## src/rtl/pipeline_hazard_ctrl_if.sv

```systemverilog
// Hazard-controller bundle: ID source fields, EX/MEM/WB destinations, and the
// pipeline control/forwarding outputs. Directions are named from the controller's side.
interface pipeline_hazard_ctrl_if #(
    parameter int RA_W  = 4,
    parameter int CNT_W = 16
);
    logic [RA_W-1:0]  id_rn_i;
    logic [RA_W-1:0]  id_rm_i;
    logic [RA_W-1:0]  id_rd_i;
    logic             id_use_rn_i;
    logic             id_use_rm_i;
    logic             id_use_rd_i;
    logic [RA_W-1:0]  ex_rd_i;
    logic [RA_W-1:0]  mem_rd_i;
    logic [RA_W-1:0]  wb_rd_i;
    logic             ex_rf_en_i;
    logic             mem_rf_en_i;
    logic             wb_rf_en_i;
    logic             ex_load_i;
    logic             branch_taken_i;
    logic             mem_busy_i;

    logic             pc_ld_o;
    logic             ifid_ld_o;
    logic             ifid_clr_o;
    logic             idex_nop_o;
    logic             pipe_hold_o;
    logic [1:0]       fwd_a_o;
    logic [1:0]       fwd_b_o;
    logic [1:0]       fwd_c_o;
    logic             mem_timeout_o;
    logic [CNT_W-1:0] stall_cnt_o;
    logic [CNT_W-1:0] flush_cnt_o;

    modport slave (
        input  id_rn_i, id_rm_i, id_rd_i, id_use_rn_i, id_use_rm_i, id_use_rd_i,
        input  ex_rd_i, mem_rd_i, wb_rd_i, ex_rf_en_i, mem_rf_en_i, wb_rf_en_i,
        input  ex_load_i, branch_taken_i, mem_busy_i,
        output pc_ld_o, ifid_ld_o, ifid_clr_o, idex_nop_o, pipe_hold_o,
        output fwd_a_o, fwd_b_o, fwd_c_o, mem_timeout_o, stall_cnt_o, flush_cnt_o
    );

    modport master (
        output id_rn_i, id_rm_i, id_rd_i, id_use_rn_i, id_use_rm_i, id_use_rd_i,
        output ex_rd_i, mem_rd_i, wb_rd_i, ex_rf_en_i, mem_rf_en_i, wb_rf_en_i,
        output ex_load_i, branch_taken_i, mem_busy_i,
        input  pc_ld_o, ifid_ld_o, ifid_clr_o, idex_nop_o, pipe_hold_o,
        input  fwd_a_o, fwd_b_o, fwd_c_o, mem_timeout_o, stall_cnt_o, flush_cnt_o
    );
endinterface

```

## src/rtl/pipeline_hazard_ctrl.sv

```systemverilog
// Hazard/sequencing controller for a 5-stage pipeline: RAW stalls, branch flush,
// data-RAM wait freeze, operand forwarding. Optional feature macro: PPU_FORWARDING_EN.
module pipeline_hazard_ctrl #(
    parameter int RA_W     = 4,
    parameter int WAIT_MAX = 15,
    parameter int CNT_W    = 16
) (
    input  logic                    clk,
    input  logic                    reset,
    pipeline_hazard_ctrl_if.slave   bus
);

    localparam int WAIT_W = $clog2(WAIT_MAX + 1);
    localparam logic [RA_W-1:0]   PC_REG   = RA_W'(15);
    localparam logic [WAIT_W-1:0] WAIT_TOP = WAIT_W'(WAIT_MAX);

    typedef enum logic [0:0] {
        ST_RUN      = 1'b0,
        ST_MEM_WAIT = 1'b1
    } state_e;

    // R15 reads the PC, so it never participates in a hazard.
    function automatic logic reg_match(
        input logic            use_x,
        input logic [RA_W-1:0] x,
        input logic            rf_en,
        input logic [RA_W-1:0] rd
    );
        return use_x && rf_en && (x == rd) && (x != PC_REG);
    endfunction

    function automatic logic [CNT_W-1:0] sat_inc(input logic [CNT_W-1:0] v);
        return (v == {CNT_W{1'b1}}) ? v : v + CNT_W'(1);
    endfunction

    function automatic logic [WAIT_W-1:0] wait_inc(input logic [WAIT_W-1:0] v);
        return (v >= WAIT_TOP) ? WAIT_TOP : v + WAIT_W'(1);
    endfunction

    function automatic logic [1:0] fwd_sel(input logic m_ex, input logic m_mem, input logic m_wb);
        logic [1:0] sel;
        if (m_ex) begin
            sel = 2'b01;
        end else if (m_mem) begin
            sel = 2'b10;
        end else if (m_wb) begin
            sel = 2'b11;
        end else begin
            sel = 2'b00;
        end
        return sel;
    endfunction

    state_e            state_q, state_d;
    logic [WAIT_W-1:0] wait_cnt_q, wait_cnt_d;
    logic              mem_timeout_q, mem_timeout_d;
    logic [CNT_W-1:0]  stall_cnt_q, stall_cnt_d;
    logic [CNT_W-1:0]  flush_cnt_q, flush_cnt_d;

    logic [2:0] m_ex_s, m_mem_s, m_wb_s;
    logic       raw_stall_s;
    logic [1:0] fwd_a_s, fwd_b_s, fwd_c_s;
    logic       pc_ld_s, ifid_ld_s, ifid_clr_s, idex_nop_s, pipe_hold_s;

    // Source-vs-destination comparisons: bit 0 rn, bit 1 rm, bit 2 rd.
    always_comb begin
        m_ex_s[0]  = reg_match(bus.id_use_rn_i, bus.id_rn_i, bus.ex_rf_en_i,  bus.ex_rd_i);
        m_ex_s[1]  = reg_match(bus.id_use_rm_i, bus.id_rm_i, bus.ex_rf_en_i,  bus.ex_rd_i);
        m_ex_s[2]  = reg_match(bus.id_use_rd_i, bus.id_rd_i, bus.ex_rf_en_i,  bus.ex_rd_i);
        m_mem_s[0] = reg_match(bus.id_use_rn_i, bus.id_rn_i, bus.mem_rf_en_i, bus.mem_rd_i);
        m_mem_s[1] = reg_match(bus.id_use_rm_i, bus.id_rm_i, bus.mem_rf_en_i, bus.mem_rd_i);
        m_mem_s[2] = reg_match(bus.id_use_rd_i, bus.id_rd_i, bus.mem_rf_en_i, bus.mem_rd_i);
        m_wb_s[0]  = reg_match(bus.id_use_rn_i, bus.id_rn_i, bus.wb_rf_en_i,  bus.wb_rd_i);
        m_wb_s[1]  = reg_match(bus.id_use_rm_i, bus.id_rm_i, bus.wb_rf_en_i,  bus.wb_rd_i);
        m_wb_s[2]  = reg_match(bus.id_use_rd_i, bus.id_rd_i, bus.wb_rf_en_i,  bus.wb_rd_i);
    end

`ifdef PPU_FORWARDING_EN
    // Bypass covers everything except a load result that is still in EX.
    always_comb begin
        raw_stall_s = bus.ex_load_i && (|m_ex_s);
        fwd_a_s     = fwd_sel(m_ex_s[0], m_mem_s[0], m_wb_s[0]);
        fwd_b_s     = fwd_sel(m_ex_s[1], m_mem_s[1], m_wb_s[1]);
        fwd_c_s     = fwd_sel(m_ex_s[2], m_mem_s[2], m_wb_s[2]);
    end
`else
    logic unused_ex_load_s;
    assign unused_ex_load_s = bus.ex_load_i;

    // Without bypass, ID waits until the producer has left WB.
    always_comb begin
        raw_stall_s = (|m_ex_s) || (|m_mem_s) || (|m_wb_s);
        fwd_a_s     = 2'b00;
        fwd_b_s     = 2'b00;
        fwd_c_s     = 2'b00;
    end
`endif

    // Next state, counters and datapath controls; priority reset > busy > stall > flush.
    always_comb begin
        state_d       = state_q;
        wait_cnt_d    = wait_cnt_q;
        mem_timeout_d = mem_timeout_q;
        stall_cnt_d   = stall_cnt_q;
        flush_cnt_d   = flush_cnt_q;
        pc_ld_s       = 1'b1;
        ifid_ld_s     = 1'b1;
        ifid_clr_s    = 1'b0;
        idex_nop_s    = 1'b0;
        pipe_hold_s   = 1'b0;

        case (state_q)
            ST_RUN: begin
                if (bus.mem_busy_i) begin
                    state_d    = ST_MEM_WAIT;
                    wait_cnt_d = wait_inc(WAIT_W'(0));
                end else begin
                    wait_cnt_d = WAIT_W'(0);
                end
            end
            ST_MEM_WAIT: begin
                if (bus.mem_busy_i) begin
                    wait_cnt_d = wait_inc(wait_cnt_q);
                end else begin
                    state_d    = ST_RUN;
                    wait_cnt_d = WAIT_W'(0);
                end
            end
            default: begin
                state_d    = ST_RUN;
                wait_cnt_d = WAIT_W'(0);
            end
        endcase

        if (wait_cnt_d == WAIT_TOP) begin
            mem_timeout_d = 1'b1;
        end else begin
            mem_timeout_d = mem_timeout_q;
        end

        if (reset) begin
            pc_ld_s    = 1'b0;
            ifid_ld_s  = 1'b0;
            ifid_clr_s = 1'b1;
            idex_nop_s = 1'b1;
        end else if (bus.mem_busy_i) begin
            pc_ld_s     = 1'b0;
            ifid_ld_s   = 1'b0;
            pipe_hold_s = 1'b1;
        end else if (raw_stall_s) begin
            pc_ld_s     = 1'b0;
            ifid_ld_s   = 1'b0;
            idex_nop_s  = 1'b1;
            stall_cnt_d = sat_inc(stall_cnt_q);
        end else if (bus.branch_taken_i) begin
            ifid_clr_s  = 1'b1;
            flush_cnt_d = sat_inc(flush_cnt_q);
        end else begin
            pc_ld_s   = 1'b1;
            ifid_ld_s = 1'b1;
        end
    end

    // State and event registers.
    always_ff @(posedge clk) begin
        if (reset) begin
            state_q       <= ST_RUN;
            wait_cnt_q    <= WAIT_W'(0);
            mem_timeout_q <= 1'b0;
            stall_cnt_q   <= CNT_W'(0);
            flush_cnt_q   <= CNT_W'(0);
        end else begin
            state_q       <= state_d;
            wait_cnt_q    <= wait_cnt_d;
            mem_timeout_q <= mem_timeout_d;
            stall_cnt_q   <= stall_cnt_d;
            flush_cnt_q   <= flush_cnt_d;
        end
    end

    assign bus.pc_ld_o       = pc_ld_s;
    assign bus.ifid_ld_o     = ifid_ld_s;
    assign bus.ifid_clr_o    = ifid_clr_s;
    assign bus.idex_nop_o    = idex_nop_s;
    assign bus.pipe_hold_o   = pipe_hold_s;
    assign bus.fwd_a_o       = reset ? 2'b00 : fwd_a_s;
    assign bus.fwd_b_o       = reset ? 2'b00 : fwd_b_s;
    assign bus.fwd_c_o       = reset ? 2'b00 : fwd_c_s;
    assign bus.mem_timeout_o = mem_timeout_q;
    assign bus.stall_cnt_o   = stall_cnt_q;
    assign bus.flush_cnt_o   = flush_cnt_q;

endmodule
```

## src/flat_wrapper.sv

```systemverilog
// flat-port wrapper written by rule: the top's interface ports become plain ports
module pipeline_hazard_ctrl_flat 
#(
    parameter int RA_W     = 4,
    parameter int WAIT_MAX = 15,
    parameter int CNT_W    = 16
)
  (clk, reset, bus_id_rn_i, bus_id_rm_i, bus_id_rd_i, bus_id_use_rn_i, bus_id_use_rm_i, bus_id_use_rd_i, bus_ex_rd_i, bus_mem_rd_i, bus_wb_rd_i, bus_ex_rf_en_i, bus_mem_rf_en_i, bus_wb_rf_en_i, bus_ex_load_i, bus_branch_taken_i, bus_mem_busy_i, bus_pc_ld_o, bus_ifid_ld_o, bus_ifid_clr_o, bus_idex_nop_o, bus_pipe_hold_o, bus_fwd_a_o, bus_fwd_b_o, bus_fwd_c_o, bus_mem_timeout_o, bus_stall_cnt_o, bus_flush_cnt_o);
  pipeline_hazard_ctrl_if #(.RA_W(RA_W), .CNT_W(CNT_W)) bus_i ();
  input  logic clk;
  input  logic reset;
  input wire logic [$bits(bus_i.id_rn_i)-1:0] bus_id_rn_i;
  input wire logic [$bits(bus_i.id_rm_i)-1:0] bus_id_rm_i;
  input wire logic [$bits(bus_i.id_rd_i)-1:0] bus_id_rd_i;
  input wire logic [$bits(bus_i.id_use_rn_i)-1:0] bus_id_use_rn_i;
  input wire logic [$bits(bus_i.id_use_rm_i)-1:0] bus_id_use_rm_i;
  input wire logic [$bits(bus_i.id_use_rd_i)-1:0] bus_id_use_rd_i;
  input wire logic [$bits(bus_i.ex_rd_i)-1:0] bus_ex_rd_i;
  input wire logic [$bits(bus_i.mem_rd_i)-1:0] bus_mem_rd_i;
  input wire logic [$bits(bus_i.wb_rd_i)-1:0] bus_wb_rd_i;
  input wire logic [$bits(bus_i.ex_rf_en_i)-1:0] bus_ex_rf_en_i;
  input wire logic [$bits(bus_i.mem_rf_en_i)-1:0] bus_mem_rf_en_i;
  input wire logic [$bits(bus_i.wb_rf_en_i)-1:0] bus_wb_rf_en_i;
  input wire logic [$bits(bus_i.ex_load_i)-1:0] bus_ex_load_i;
  input wire logic [$bits(bus_i.branch_taken_i)-1:0] bus_branch_taken_i;
  input wire logic [$bits(bus_i.mem_busy_i)-1:0] bus_mem_busy_i;
  output wire logic [$bits(bus_i.pc_ld_o)-1:0] bus_pc_ld_o;
  output wire logic [$bits(bus_i.ifid_ld_o)-1:0] bus_ifid_ld_o;
  output wire logic [$bits(bus_i.ifid_clr_o)-1:0] bus_ifid_clr_o;
  output wire logic [$bits(bus_i.idex_nop_o)-1:0] bus_idex_nop_o;
  output wire logic [$bits(bus_i.pipe_hold_o)-1:0] bus_pipe_hold_o;
  output wire logic [$bits(bus_i.fwd_a_o)-1:0] bus_fwd_a_o;
  output wire logic [$bits(bus_i.fwd_b_o)-1:0] bus_fwd_b_o;
  output wire logic [$bits(bus_i.fwd_c_o)-1:0] bus_fwd_c_o;
  output wire logic [$bits(bus_i.mem_timeout_o)-1:0] bus_mem_timeout_o;
  output wire logic [$bits(bus_i.stall_cnt_o)-1:0] bus_stall_cnt_o;
  output wire logic [$bits(bus_i.flush_cnt_o)-1:0] bus_flush_cnt_o;
  assign bus_i.id_rn_i = bus_id_rn_i;
  assign bus_i.id_rm_i = bus_id_rm_i;
  assign bus_i.id_rd_i = bus_id_rd_i;
  assign bus_i.id_use_rn_i = bus_id_use_rn_i;
  assign bus_i.id_use_rm_i = bus_id_use_rm_i;
  assign bus_i.id_use_rd_i = bus_id_use_rd_i;
  assign bus_i.ex_rd_i = bus_ex_rd_i;
  assign bus_i.mem_rd_i = bus_mem_rd_i;
  assign bus_i.wb_rd_i = bus_wb_rd_i;
  assign bus_i.ex_rf_en_i = bus_ex_rf_en_i;
  assign bus_i.mem_rf_en_i = bus_mem_rf_en_i;
  assign bus_i.wb_rf_en_i = bus_wb_rf_en_i;
  assign bus_i.ex_load_i = bus_ex_load_i;
  assign bus_i.branch_taken_i = bus_branch_taken_i;
  assign bus_i.mem_busy_i = bus_mem_busy_i;
  assign bus_pc_ld_o = bus_i.pc_ld_o;
  assign bus_ifid_ld_o = bus_i.ifid_ld_o;
  assign bus_ifid_clr_o = bus_i.ifid_clr_o;
  assign bus_idex_nop_o = bus_i.idex_nop_o;
  assign bus_pipe_hold_o = bus_i.pipe_hold_o;
  assign bus_fwd_a_o = bus_i.fwd_a_o;
  assign bus_fwd_b_o = bus_i.fwd_b_o;
  assign bus_fwd_c_o = bus_i.fwd_c_o;
  assign bus_mem_timeout_o = bus_i.mem_timeout_o;
  assign bus_stall_cnt_o = bus_i.stall_cnt_o;
  assign bus_flush_cnt_o = bus_i.flush_cnt_o;
  pipeline_hazard_ctrl #(.RA_W(RA_W), .WAIT_MAX(WAIT_MAX), .CNT_W(CNT_W)) u_core (.clk(clk), .reset(reset), .bus(bus_i));
endmodule
```

## config.mk

```make
export PLATFORM = sky130hd
export DESIGN_NAME = pipeline_hazard_ctrl_flat
export DESIGN_NICKNAME = d
export VERILOG_FILES = /design/src/rtl/pipeline_hazard_ctrl_if.sv /design/src/rtl/pipeline_hazard_ctrl.sv /design/src/flat_wrapper.sv
export SDC_FILE = /design/constraint.sdc
export NUM_CORES = 1
export LEC_CHECK = 0
export ABC_AREA = 1
export BUFFER_PORTS_ARGS = -buffer_cell sky130_fd_sc_hd__buf_2
export CAP_MARGIN = 20
export CORE_AREA = 2 2 106 82
export CTS_BUF_LIST = sky130_fd_sc_hd__clkbuf_4 sky130_fd_sc_hd__clkbuf_8
export DETAILED_ROUTE_END_ITERATION = 12
export DIE_AREA = 0 0 108 84
export GPL_TIMING_DRIVEN = 0
export SETUP_SLACK_MARGIN = 0.2
export SYNTH_ARGS = -nofsm -noshare
export SYNTH_HDL_FRONTEND = slang
export SYNTH_SLANG_ARGS = --single-unit
```

## constraint.sdc

```tcl
create_clock -name clk -period 2.2 [get_ports clk]
set_clock_uncertainty 0.05 [all_clocks]
set_input_delay 0 -clock clk [delete_from_list [all_inputs] [get_ports clk]]
set_output_delay 0 -clock clk [all_outputs]
set_load 0.02 [all_outputs]
```

After elaboration in Yosys (flattened, before gate mapping)
Cells that the tools add are included.
Widths: inputs -> output; s select.
- equality and inequality tests: 15
- div/mod/pow operators: 0
- reductions and logical operators: 34
- $add $sub $neg: 3
- shifts and indexed selects: 0
- bitwise operators: 5
- mux-type cells: 16
- order comparisons: 1
- $mul: 0
- operator list (cell ; count):
    $eq 4x4->1 ; 9
    $add 16x1->16 const B ; 2
    $eq 16x16->1 const B ; 2
    $logic_and 1x1->1 ; 27
    $mux 1 ; 13
    $ne 4x4->1 const B ; 3
    $reduce_or 3->1 ; 3
    $mux 4 ; 2
    $pmux 4 s2 ; 1
    $not 1->1 ; 5
    $add 4x1->4 const B ; 1
    $eq 4x4->1 const B ; 1
    $ge 4x4->1 const B ; 1
    $reduce_and 4->1 ; 1
    $reduce_and 3->1 ; 1
    $logic_or 1x1->1 ; 2
- output and inout bits: 44
- bits in latches: 0
- memories: 0
- bits in registers: 38
- bits in read-only memories: 0
- memory bits (writable): 0
- word-level logic and storage cells: 79

Depth between registers and ports, before layout
Gate-level depths: netlist (run 1).
- depth in word-level cells: 9
- mapped depth: 13
- depth with buffers taken out: 12

Worst setup path after synthesis (run 1)
OpenSTA, ideal clock, no wires.
- path kind: reg2reg
- start: reg u_core.stall_cnt_q[0], in the netlist u_core.bus.stall_cnt_o[0]
- end: reg u_core.stall_cnt_q[0], in the netlist u_core.bus.stall_cnt_o[0]
- setup slack: 373 ps
- library setup time: 115 ps
- period minus slack after synthesis: 1827 ps
- buffers on the path: 1
- arrival: 1662 ps
- stages on the path, launching flop included: 10
- path through: dfxtp_1 ha_1 nand2_1 nor2_1 nand2_1 nor2_1 nor2_2 buf_2 a21oi_1 nor2_1
- longest elaborated chain between the ends: 3
- ends and longest elaborated chain (what ; RTL line ; text):
    start: declaration ; pipeline_hazard_ctrl.sv:57 ; logic [CNT_W-1:0] stall_cnt_q, stall_cnt_d;
    start signal: assignment ; pipeline_hazard_ctrl.sv:176 ; stall_cnt_q <= stall_cnt_d;
    branches (longest 3 deep; another with $add 16x1->16) ; -- ;
Several ways; the timed one is not identified.
A chain may end at the register's enable or synchronous reset.

Final worst setup path (run 1)
- start: reg u_core.flush_cnt_q[0], in the netlist u_core.bus.flush_cnt_o[0]
- end: reg u_core.flush_cnt_q[4], in the netlist u_core.bus.flush_cnt_o[4]
- longest elaborated chain between the ends: 3
- ends and longest elaborated chain (what ; RTL line ; text):
    start: declaration ; pipeline_hazard_ctrl.sv:58 ; logic [CNT_W-1:0] flush_cnt_q, flush_cnt_d;
    start signal: assignment ; pipeline_hazard_ctrl.sv:177 ; flush_cnt_q <= flush_cnt_d;
    branches (longest 3 deep; another with $add 16x1->16) ; -- ;
Several ways; the timed one is not identified.

==> flow_metrics.env, run 1 <==
export IMPL_clk_pin_slew_worst_paths_ps=80
export IMPL_slowest_stage="dfxtp_1"
export IMPL_worst_slew_pin_slew_ps=620
export IMPL_final_area_sq_um=3820
export IMPL_fin_crit_ps=1810
export IMPL_power_leakage_nw=1.92
export IMPL_synthCells=529
export IMPL_grt_usage_pct=20.8
export IMPL_antenna_found_initial=0
export IMPL_syn_to_final_growth_pct=21.1
export IMPL_p_per_area_nw_per_um2=443
export IMPL_drcViolationCount=0
export IMPL_synth_ff_type="dfxtp_1"
export IMPL_start_util_pct=38.7
export IMPL_fp_dieH_um=84
export IMPL_gp_congestion=0.925
export IMPL_grt_pass1_wl_um=15300
export IMPL_rsz0062_at_grt="false"
export IMPL_htreeDepth=2
export IMPL_async_flop_share_pct=0
export IMPL_cts_tree="done"
export IMPL_drt_iter0_drc=232
export IMPL_routedWlPerCell_um=12.3
export IMPL_synth_area_leaders="dfxtp_1 24%, nand2_1 17%, inv_1 9.9%, nor2_1 8.0%, nand3_1 7.9%"
export IMPL_clockRootBuffer="clkbuf_8"
export IMPL_vias=3554
export IMPL_drtPass1Iterations=4
export IMPL_syn_area_per_cell_sq_um=5.97
export IMPL_clk_latency_ps=300
export IMPL_hold_depth=3
export IMPL_num_rows=29
export IMPL_synthDistinctLibCells=38
export IMPL_hp_start="bus_mem_busy_i"
export IMPL_dp_final_hpwl_um=7080
export IMPL_r2r_end="u_core.bus.flush_cnt_o[4]"
export IMPL_synth_simple_area_share_pct=49.2
export IMPL_synth_common_cells="146 x nand2_1, 83 x inv_1, 67 x nor2_1"
export IMPL_worstPathRequired_ps=2390
export IMPL_max_freq_mhz=553
export IMPL_n_antenna_cell=0
export IMPL_max_cap_violations=0
export IMPL_yosysSeqAreaShare_pct=24.1
export IMPL_synthMuxAreaShare_pct=0
export IMPL_grt_max_degree=12
export IMPL_clockBufferDepth=2
export IMPL_path_class="reg -> reg"
export IMPL_setup_viol=0
export IMPL_cts_made_buffers=5
export IMPL_multi_input_area_sq_um=1990
export IMPL_synth_edf_count=0
export IMPL_min_to="u_core.state_q"
export IMPL_synth_fa_ha_area_share_pct=1.19
export IMPL_outcome="completed"
export IMPL_seq_area_sq_um=762
export IMPL_viasPerCell=4.93
export IMPL_synth_compound_area_share_pct=6.42
export IMPL_cp_end_kind="register"
export IMPL_drive_gt1_share_pct=21.5
export IMPL_synth_xor_xnor_area_share_pct=4.71
export IMPL_postRouteWirelength_um=8880
export IMPL_synth_most_common_cell="nand2_1"
export IMPL_overflow=0
export IMPL_core_area_sq_um=8160
export IMPL_min_period_over_period_pct=82.1
export IMPL_ys_warn_count=0
export IMPL_tns_ps=0
export IMPL_final_hold_viol_count=0
export IMPL_cp_start_kind="register"
export IMPL_timing_slew_headroom_pct=58.7
export IMPL_synth_top_family_by_area="simple AND/OR/NAND/NOR gates"
export IMPL_synth_top_area_share_pct=24.1
export IMPL_synth_largest_area_cell="dfxtp_1"
export IMPL_clkSinkCount=38
export IMPL_drtAntennaViolNets=0
export IMPL_r2r_setup_slack_ps=390
export IMPL_peakVddDrop_v=0.000254
export IMPL_maxSlewViolCount=0
export IMPL_finish_utilization_pct=46.9
export IMPL_ff2ff_path_depth=11
export IMPL_io_buffers=70
export IMPL_place_area_sq_um=3660
export IMPL_cp_data_arrival_time_ps=2000
export IMPL_io_pins=79
export IMPL_cp_cell_sequence="ha_1 -> nand2_1 -> nor2_2 -> nand4_1 -> buf_4 -> inv_1 -> nor3_1 -> nand4_1 -> nand2_1 -> inv_1 -> nor2_1"
export IMPL_final_fill_count=889
export IMPL_ys_seq_elements=38
export IMPL_worstPathMaxFanout=4
export IMPL_netlist_area_sq_um=3160
export IMPL_nets=651
export IMPL_grt_pass1_vias=3349
export IMPL_max_stage_delay_ps=330
export IMPL_r2r_start="u_core.bus.flush_cnt_o[0]"
export IMPL_hold_class="in -> reg"
export IMPL_die_w_um=108
export IMPL_dieArea_sq_um=9070
power by group:
part | switching (mW) | internal [mW] | leakage (nW)
sequential | 0.0103 | 0.697 | 0.308
clock | 0.251 | 0.363 | 0.0573
combinational | 0.249 | 0.125 | 1.56
critical path, delay by kind of cell, from the launching register on:
family,cells,cell delay [ps]
adders and majority gates,1,240
buffers and inverters,3,250
DFF,1,330
and+or+nand+nor,7,880
worst max-delay path by stage:
stage	from	endpoint	slack [ps]	cells past startpoint
detailed placement	u_core.bus.stall_cnt_o[0]	u_core.bus.stall_cnt_o[6]	220	9
floorplan	u_core.bus.stall_cnt_o[0]	u_core.bus.stall_cnt_o[0]	370	9
finish	u_core.bus.flush_cnt_o[0]	u_core.bus.flush_cnt_o[4]	390	11
CTS	u_core.bus.stall_cnt_o[0]	u_core.bus.stall_cnt_o[6]	220	9
global route	u_core.bus.flush_cnt_o[0]	u_core.bus.flush_cnt_o[4]	220	11
global placement	u_core.bus.stall_cnt_o[0]	u_core.bus.stall_cnt_o[6]	240	9
per-layer routing:
layer / vias to the layer above / routed length (um) / track usage (%) / part of all wire (%)
li1: 1838 / - / - / -
met1: 1597 / 4460 / 30.4 / 50
met2: 104 / 3690 / 31.0 / 42
met3: 15 / 612 / 4.06 / 6.9
met4: 0 / 116 / 5.71 / 1.3
met5: - / 0 / 0 / 0
cell type report:
cell class	instances	area share [%]
plain buffers	21	3.53
clock buffers	6	2.16
clock inverters	1	0.785
inverters	85	8.34
multi-input cells	390	52.1
flip-flops and latches	38	19.9
well taps	108	3.53
repair buffers	72	9.62
layout by cell type (no fill, tap or decap), types with 2 or more instances in the layout:
master and instances:
nand2_1 146, nor4_2 2, dfxtp_1 37, a21oi_1 7, ha_1 2, inv_2 2, a211oi_1 2, clkbuf_8 6
nand3_1 50, nor2_2 6, nor2_4 2, nand2_2 10, nand3_2 2, xnor2_1 4, nand4_1 37, xor2_1 13
conb_1 6, clkbuf_1 5, a21oi_2 10, buf_1 3, o21ai_0 5, inv_1 83, nor3_1 8, o21ai_1 3
buf_4 12, buf_2 70, nor2_1 63
sequential cells by signal, indices dropped and copies added (netlist names):
name / cells
u_core.bus.flush_cnt_o: 16
u_core.bus.mem_timeout_o: 1
u_core.bus.stall_cnt_o: 16
u_core.wait_cnt_q: 4
u_core.state_q: 1
cells by family after synthesis:
group | count (synthesis)
AOI/OAI and AO/OA | 30
xor gates and xnor gates | 17
adders and majority gates | 3
buffers and inverters | 106
DFF | 38
other | 1
and+or+nand+nor | 334
stage by stage:
stage	std cells	worst slack [ps]	total power, mW	hold WS, ps
3_5_place_dp	712	216	1.09	213
6_report	721	393	1.69	68.0
2_1_floorplan	534	373	0.963	40.2
5_1_grt	721	220	1.80	110
3_3_place_gp	712	244	1.09	215
4_1_cts	720	223	1.71	63.7
repair_timing:
| action | CTS | global route |
|---|---|---|
| setup endpoints to repair | 5 | 23 |
| buffers inserted | 0 | 1 |
| pin swaps | 0 | 1 |
| hold buffers | 1 | 0 |
| resized for setup | 2 | 7 |
| hold endpoints to repair | 1 | 0 |
No activity file was read; power rests on OpenSTA's default activity.
==> run 2, diff against run 1 <==
==> constraint.sdc (replaced) <==
create_clock -name clk -period 1.46 [get_ports clk]
set_clock_uncertainty 0.05 [all_clocks]
set_input_delay 0 -clock clk [delete_from_list [all_inputs] [get_ports clk]]
set_output_delay 0 -clock clk [all_outputs]
set_load 0.02 [all_outputs]
==> run 2 against run 1 <==
Net effect: the flow now finishes with violations (setup timing); count of clock-buffer cells in the layout decreased by 1; sequential cell count unchanged; via count increased by 8.0%; critical path depth decreased by 1; first-iteration DRC count decreased by 15%; power increased by 66%; clock power increased by 45%; setup slack got worse by 550 ps; die area unchanged; global-route usage increased by 2.0 points; design area increased by 32%; register-to-register slack got worse by 550 ps; largest cell class unchanged; largest power group unchanged; highest routed layer unchanged.
==> flow_metrics.env, run 2 (same netlist as run 1, synthesis figures left out) <==
export IMPL_worst_slew_pin_slew_ps=790
export IMPL_num_rows=29
export IMPL_path_common_cell="nor2_4"
export IMPL_min_to="u_core.state_q"
export IMPL_final_area_sq_um=5050
export IMPL_drcViolationCount=0
export IMPL_final_hold_viol_count=0
export IMPL_hold_class="in -> reg"
export IMPL_max_stage_delay_ps=380
export IMPL_cp_data_arrival_time_ps=1710
export IMPL_peakVddDrop_v=0.000361
export IMPL_grt_pass1_wl_um=16900
export IMPL_syn_to_final_growth_pct=60.0
export IMPL_seq_area_sq_um=836
export IMPL_fp_dieH_um=84
export IMPL_r2r_start="u_core.bus.stall_cnt_o[0]"
export IMPL_cp_start_kind="register"
export IMPL_place_area_sq_um=3800
export IMPL_power_leakage_nw=2.43
export IMPL_die_w_um=108
export IMPL_fin_ws_ps=-154
export IMPL_final_fill_count=779
export IMPL_maxSlewViolCount=0
export IMPL_clk_pin_slew_worst_paths_ps=80
export IMPL_multi_input_area_sq_um=2470
export IMPL_place_inst=712
export IMPL_p_per_area_nw_per_um2=558
export IMPL_antenna_found_initial=0
export IMPL_worstPathRequired_ps=1560
export IMPL_vias=3837
export IMPL_drtPass1Iterations=4
export IMPL_slowest_stage="dfxtp_4"
export IMPL_io_buffers=70
export IMPL_hp_start="bus_mem_busy_i"
export IMPL_r2r_setup_slack_ps=-150
export IMPL_clockRootBuffer="clkbuf_8"
export IMPL_path_class="reg -> reg"
export IMPL_clockBufferDepth=2
export IMPL_start_util_pct=38.7
export IMPL_gp_congestion=0.979
export IMPL_max_freq_mhz=620
export IMPL_viasPerCell=5.00
export IMPL_tns_ps=-2580
export IMPL_overflow=0
export IMPL_outcome="complete, but fails checks"
export IMPL_layout_commonest_cell="nand2_1"
export IMPL_grt_max_degree=12
export IMPL_grt_pass1_vias=3587
export IMPL_nets=698
export IMPL_drive_gt1_share_pct=48.5
export IMPL_hold_depth=3
export IMPL_rsz0062_at_grt="true"
export IMPL_clk_latency_ps=300
export IMPL_min_period_over_period_pct=111
export IMPL_dp_final_hpwl_um=7190
export IMPL_setup_viol=29
export IMPL_finish_utilization_pct=61.9
export IMPL_drt_iter0_drc=198
export IMPL_cp_top_family="simple AND/OR/NAND/NOR gates"
export IMPL_cts_made_buffers=5
export IMPL_cp_end_kind="register"
export IMPL_grt_usage_pct=22.8
export IMPL_ff2ff_path_depth=10
export IMPL_whs_ps=44.0
export IMPL_postRouteWirelength_um=10600
export IMPL_timing_slew_headroom_pct=47.4
export IMPL_p_total_mw=2.82
export IMPL_violations="setup timing"
export IMPL_crit_buf_inv=1
export IMPL_n_antenna_cell=0
export IMPL_cp_cell_sequence="ha_4 -> nand2_4 -> nor2_4 -> nand2_2 -> nor2_4 -> nor2_4 -> nand2_4 -> clkbuf_16 -> nand2_2 -> a21oi_2"
export IMPL_place_ws_ps=-267
export IMPL_r2r_end="u_core.bus.stall_cnt_o[8]"
export IMPL_clkSinkCount=38
export IMPL_drtAntennaViolNets=0
export IMPL_routedWlPerCell_um=13.8
export IMPL_max_cap_violations=0
export IMPL_mostFrequentLayoutCells="114 x nand2_1, 55 x inv_1, 51 x buf_4"
export IMPL_cts_tree="done"
export IMPL_htreeDepth=2
export IMPL_fin_crit_ps=1610
export IMPL_io_pins=79
export IMPL_fin_cells=768
export IMPL_core_area_sq_um=8160
export IMPL_worstPathMaxFanout=5
export IMPL_dieArea_sq_um=9070
==> run 2: cell count changes in the layout (fill, tap and decap cells not counted), sizes merged <==
cell    delta
buf       +47
clkbuf     -1
clkinv     +1
==> run 2: cell type report <==
| class | instances | area share, % |
|---|---|---|
| well taps | 108 | 2.67 |
| inverters | 85 | 7.20 |
| clock inverters | 2 | 0.668 |
| clock buffers | 5 | 1.36 |
| plain buffers | 21 | 3.14 |
| repair buffers | 119 | 19.4 |
| multi-input cells | 390 | 49.0 |
| flip-flops and latches | 38 | 16.5 |
==> run 2: metal layers <==
layer / up-vias / track usage, % / wire, um
li1: 1952 / - / -
met2: 89 / 37.1 / 5060
met5: - / 0 / 0
met1: 1782 / 32.5 / 4990
met4: 0 / 3.61 / 84
met3: 14 / 3.28 / 452
==> run 2: how the worst max path moves through the flow <==
stage	slack, ps	start	cells after the start	end
final	-150	u_core.bus.stall_cnt_o[0]	10	u_core.bus.stall_cnt_o[8]
after global routing	-230	u_core.bus.flush_cnt_o[1]	12	u_core.bus.flush_cnt_o[11]
after CTS	-120	u_core.bus.stall_cnt_o[11]	9	u_core.bus.stall_cnt_o[10]
after detailed placement	-270	u_core.bus.flush_cnt_o[1]	12	u_core.bus.flush_cnt_o[11]
after global placement	-230	u_core.bus.flush_cnt_o[1]	12	u_core.bus.flush_cnt_o[11]
after floorplan	-120	u_core.bus.stall_cnt_o[11]	9	u_core.bus.stall_cnt_o[14]
==> run 2: worst reg2reg max path, cell delays in order, from the launching register on <==
cell	delay [ps]
dfxtp_4	380
ha_4	170
nand2_4	60
nor2_4	40
nand2_2	90
nor2_4	50
nor2_4	220
nand2_4	130
clkbuf_16	190
nand2_2	60
a21oi_2	40
==> run 2: timing repair <==
item	CTS	global route
gates cloned	1	1
pin swaps	50	80
setup buffers	27	19
hold buffers	1	0
resized for setup	111	138
hold endpoints to repair	1	0
endpoints found under the setup margin	37	39
==> run 2: power by group <==
group          leakage [nW]  switching [mW]  internal (mW)
combinational          2.05           0.495          0.384
clock                0.0517           0.397          0.494
sequential            0.326          0.0216           1.03
total                  2.43           0.913           1.91
==> run 3, diff against run 2 <==
--- a/config.mk
+++ b/config.mk
@@ -8,11 +8,12 @@
 export ABC_AREA = 1
 export BUFFER_PORTS_ARGS = -buffer_cell sky130_fd_sc_hd__buf_2
 export CAP_MARGIN = 20
-export CORE_AREA = 2 2 106 82
+export CORE_AREA = 2 2 92 94
 export CTS_BUF_LIST = sky130_fd_sc_hd__clkbuf_4 sky130_fd_sc_hd__clkbuf_8
 export DETAILED_ROUTE_END_ITERATION = 12
-export DIE_AREA = 0 0 108 84
+export DIE_AREA = 0 0 94 96
 export GPL_TIMING_DRIVEN = 0
+export PLACE_DENSITY = 0.76
 export SETUP_SLACK_MARGIN = 0.2
 export SYNTH_ARGS = -nofsm -noshare
 export SYNTH_HDL_FRONTEND = slang
==> run 3 against run 2 <==
Net effect: the run still ends with setup timing left; non-clock buffer count down 2; register-to-register slack about the same; sequential power hardly changed; sequential share of layout area rose by 0.18 points; worst hold slack lost 35 ps; via count is 4.4% higher; clock power fell by 15%; critical endpoint is now u_core.bus.stall_cnt_o[5].
==> flow_metrics.env, run 3 (same netlist as run 1, synthesis figures left out) <==
export IMPL_grt_max_degree=13
export IMPL_peakVddDrop_v=0.000314
export IMPL_start_util_pct=39.2
export IMPL_antenna_found_initial=0
export IMPL_cp_cell_sequence="inv_4 -> nor4_4 -> nand3_2 -> nor2_4 -> nor2_4 -> nand2_4 -> buf_6 -> nand2_1 -> a21oi_1"
export IMPL_worstPathMaxFanout=4
export IMPL_fin_ws_ps=-168
export IMPL_max_stage_delay_ps=370
export IMPL_cp_start_kind="register"
export IMPL_io_pins=79
export IMPL_ff2ff_path_depth=9
export IMPL_cp_end_kind="register"
export IMPL_hold_class="in -> reg"
export IMPL_worst_slew_pin_slew_ps=714
export IMPL_max_cap_violations=0
export IMPL_power_leakage_nw=2.36
export IMPL_final_hold_viol_count=0
export IMPL_num_rows=33
export IMPL_power_frac_seq_pct=39.1
export IMPL_swShare_pct=34.2
export IMPL_critPathLaunch="u_core.bus.stall_cnt_o[11]"
export IMPL_grt_usage_pct=22.9
export IMPL_min_period_over_period_pct=112
export IMPL_path_class="reg -> reg"
export IMPL_r2r_setup_slack_ps=-170
export IMPL_final_fill_count=692
export IMPL_tns_ps=-3620
export IMPL_outcome="complete, but fails checks"
export IMPL_crit_end="u_core.bus.stall_cnt_o[5]"
export IMPL_clk_pin_slew_worst_paths_ps=80
export IMPL_timing_slew_headroom_pct=52.4
export IMPL_grt_pass1_wl_um=16700
export IMPL_fp_dieH_um=96
export IMPL_crit_buf_inv=2
export IMPL_cp_top_family="simple AND/OR/NAND/NOR gates"
export IMPL_postRouteWirelength_um=11200
export IMPL_cp_depth=9
export IMPL_dieArea_sq_um=9020
export IMPL_path_common_cell="nor2_4"
export IMPL_maxSlewViolCount=0
export IMPL_cts_tree="done"
export IMPL_gp_congestion=0.933
export IMPL_core_area_sq_um=8050
export IMPL_cts_made_buffers=5
export IMPL_mostFrequentLayoutCells="118 x nand2_1, 52 x inv_1, 51 x buf_4"
export IMPL_hold_depth=3
export IMPL_drcViolationCount=0
export IMPL_die_w_um=94
export IMPL_htreeDepth=2
export IMPL_io_buffers=70
export IMPL_rsz0062_at_grt="true"
export IMPL_routedWlPerCell_um=14.7
export IMPL_overflow=0
export IMPL_clockPowerShare_pct=28.2
export IMPL_switchingPower_mw=0.921
export IMPL_violations="setup timing"
export IMPL_n_antenna_cell=0
export IMPL_clk_latency_ps=310
export IMPL_p_per_area_nw_per_um2=545
export IMPL_dp_final_hpwl_um=6890
export IMPL_clockRootBuffer="clkbuf_8"
export IMPL_seq_area_sq_um=826
export IMPL_slowest_stage="dfxtp_4"
export IMPL_drtPass1Iterations=4
export IMPL_vias=4007
export IMPL_setup_viol=30
export IMPL_fin_crit_ps=1630
export IMPL_nets=696
export IMPL_syn_to_final_growth_pct=56.3
export IMPL_layout_commonest_cell="nand2_1"
export IMPL_max_freq_mhz=614
export IMPL_p_comb_share_pct=32.7
export IMPL_r2r_start="u_core.bus.stall_cnt_o[11]"
export IMPL_cp_data_arrival_time_ps=1800
export IMPL_worstPathRequired_ps=1630
export IMPL_viasPerCell=5.24
export IMPL_drive_gt1_share_pct=49.0
export IMPL_multi_input_area_sq_um=2430
export IMPL_fin_cells=764
export IMPL_place_inst=709
export IMPL_clkSinkCount=38
export IMPL_r2r_end="u_core.bus.stall_cnt_o[5]"
export IMPL_clockBufferDepth=2
export IMPL_p_int_mw=1.77
export IMPL_drtAntennaViolNets=0
export IMPL_drt_iter0_drc=191
export IMPL_grt_pass1_vias=3707
==> run 3: cell types whose count changed in the layout (fill, tap and decap cells not counted), sizes merged <==
cell | before | now
buf | 133 | 132
bufinv | 1 | 0
clkinv | 1 | 2
==> run 3: metal layers <==
metal	GRT usage (%)	vias to the layer above	share of wire [%]
met1	27.0	1851	39
met4	8.57	0	3.0
met2	42.1	183	53
met3	3.29	38	5.7
li1	-	1935	-
met5	0	-	0
==> run 3: final cells by class <==
cell class,count,area share (%)
Buffer,21,3.22
Clock buffer,6,1.55
Clock inverter,2,0.279
Inverter,85,7.47
Multi-Input combinational cell,390,49.2
Sequential cell,38,16.7
Tap cell,105,2.66
Timing Repair Buffer,117,18.9
==> run 3: how the worst min path moves through the flow <==
stage	from	end	slack, ps
floorplan	reset	u_core.wait_cnt_q[1]	40
global placement	reset	u_core.wait_cnt_q[1]	190
detailed placement	reset	u_core.wait_cnt_q[1]	190
CTS	bus_mem_busy_i	u_core.state_q	5
global route	bus_mem_busy_i	u_core.state_q	20
finish	bus_mem_busy_i	u_core.state_q	9
==> run 3: worst min-delay path: cells and delay by family <==
family        cells  cell delay [ps]
buf+inv           2              270
simple gates      1               40
==> run 3: power groups by stage <==
stage	sequential, mW	combinational (mW)	clock [mW]
floorplan	1.09	0.362	0
global placement	1.08	0.549	0
detailed placement	1.08	0.558	0
CTS	1.05	0.740	0.764
global route	1.05	0.937	0.839
finish	1.05	0.880	0.759
==> run 3: timing repair <==
action | 4_1_cts | 5_1_grt
hold buffers | 1 | 0
cloned | 1 | 0
endpoints found under the setup margin | 37 | 39
resized for setup | 123 | 106
setup buffers | 36 | 9
pin swaps | 55 | 60
hold endpoints to repair | 1 | 0
==> run 3: per-stage QoR <==
step / util (%) / instance area, sq um / power [mW] / hold slack, ps / worst slack (ps)
4_1_cts: 56.0 / 4510 / 2.55 / 5.24 / -91.1
5_1_grt: 61.3 / 4940 / 2.83 / 23.8 / -250
2_1_floorplan: - / 3310 / 1.45 / 40.2 / -117
3_3_place_gp: 47.1 / 3800 / 1.63 / 191 / -223
3_5_place_dp: 47.1 / 3800 / 1.64 / 192 / -247
6_report: 61.3 / 4940 / 2.69 / 8.64 / -168
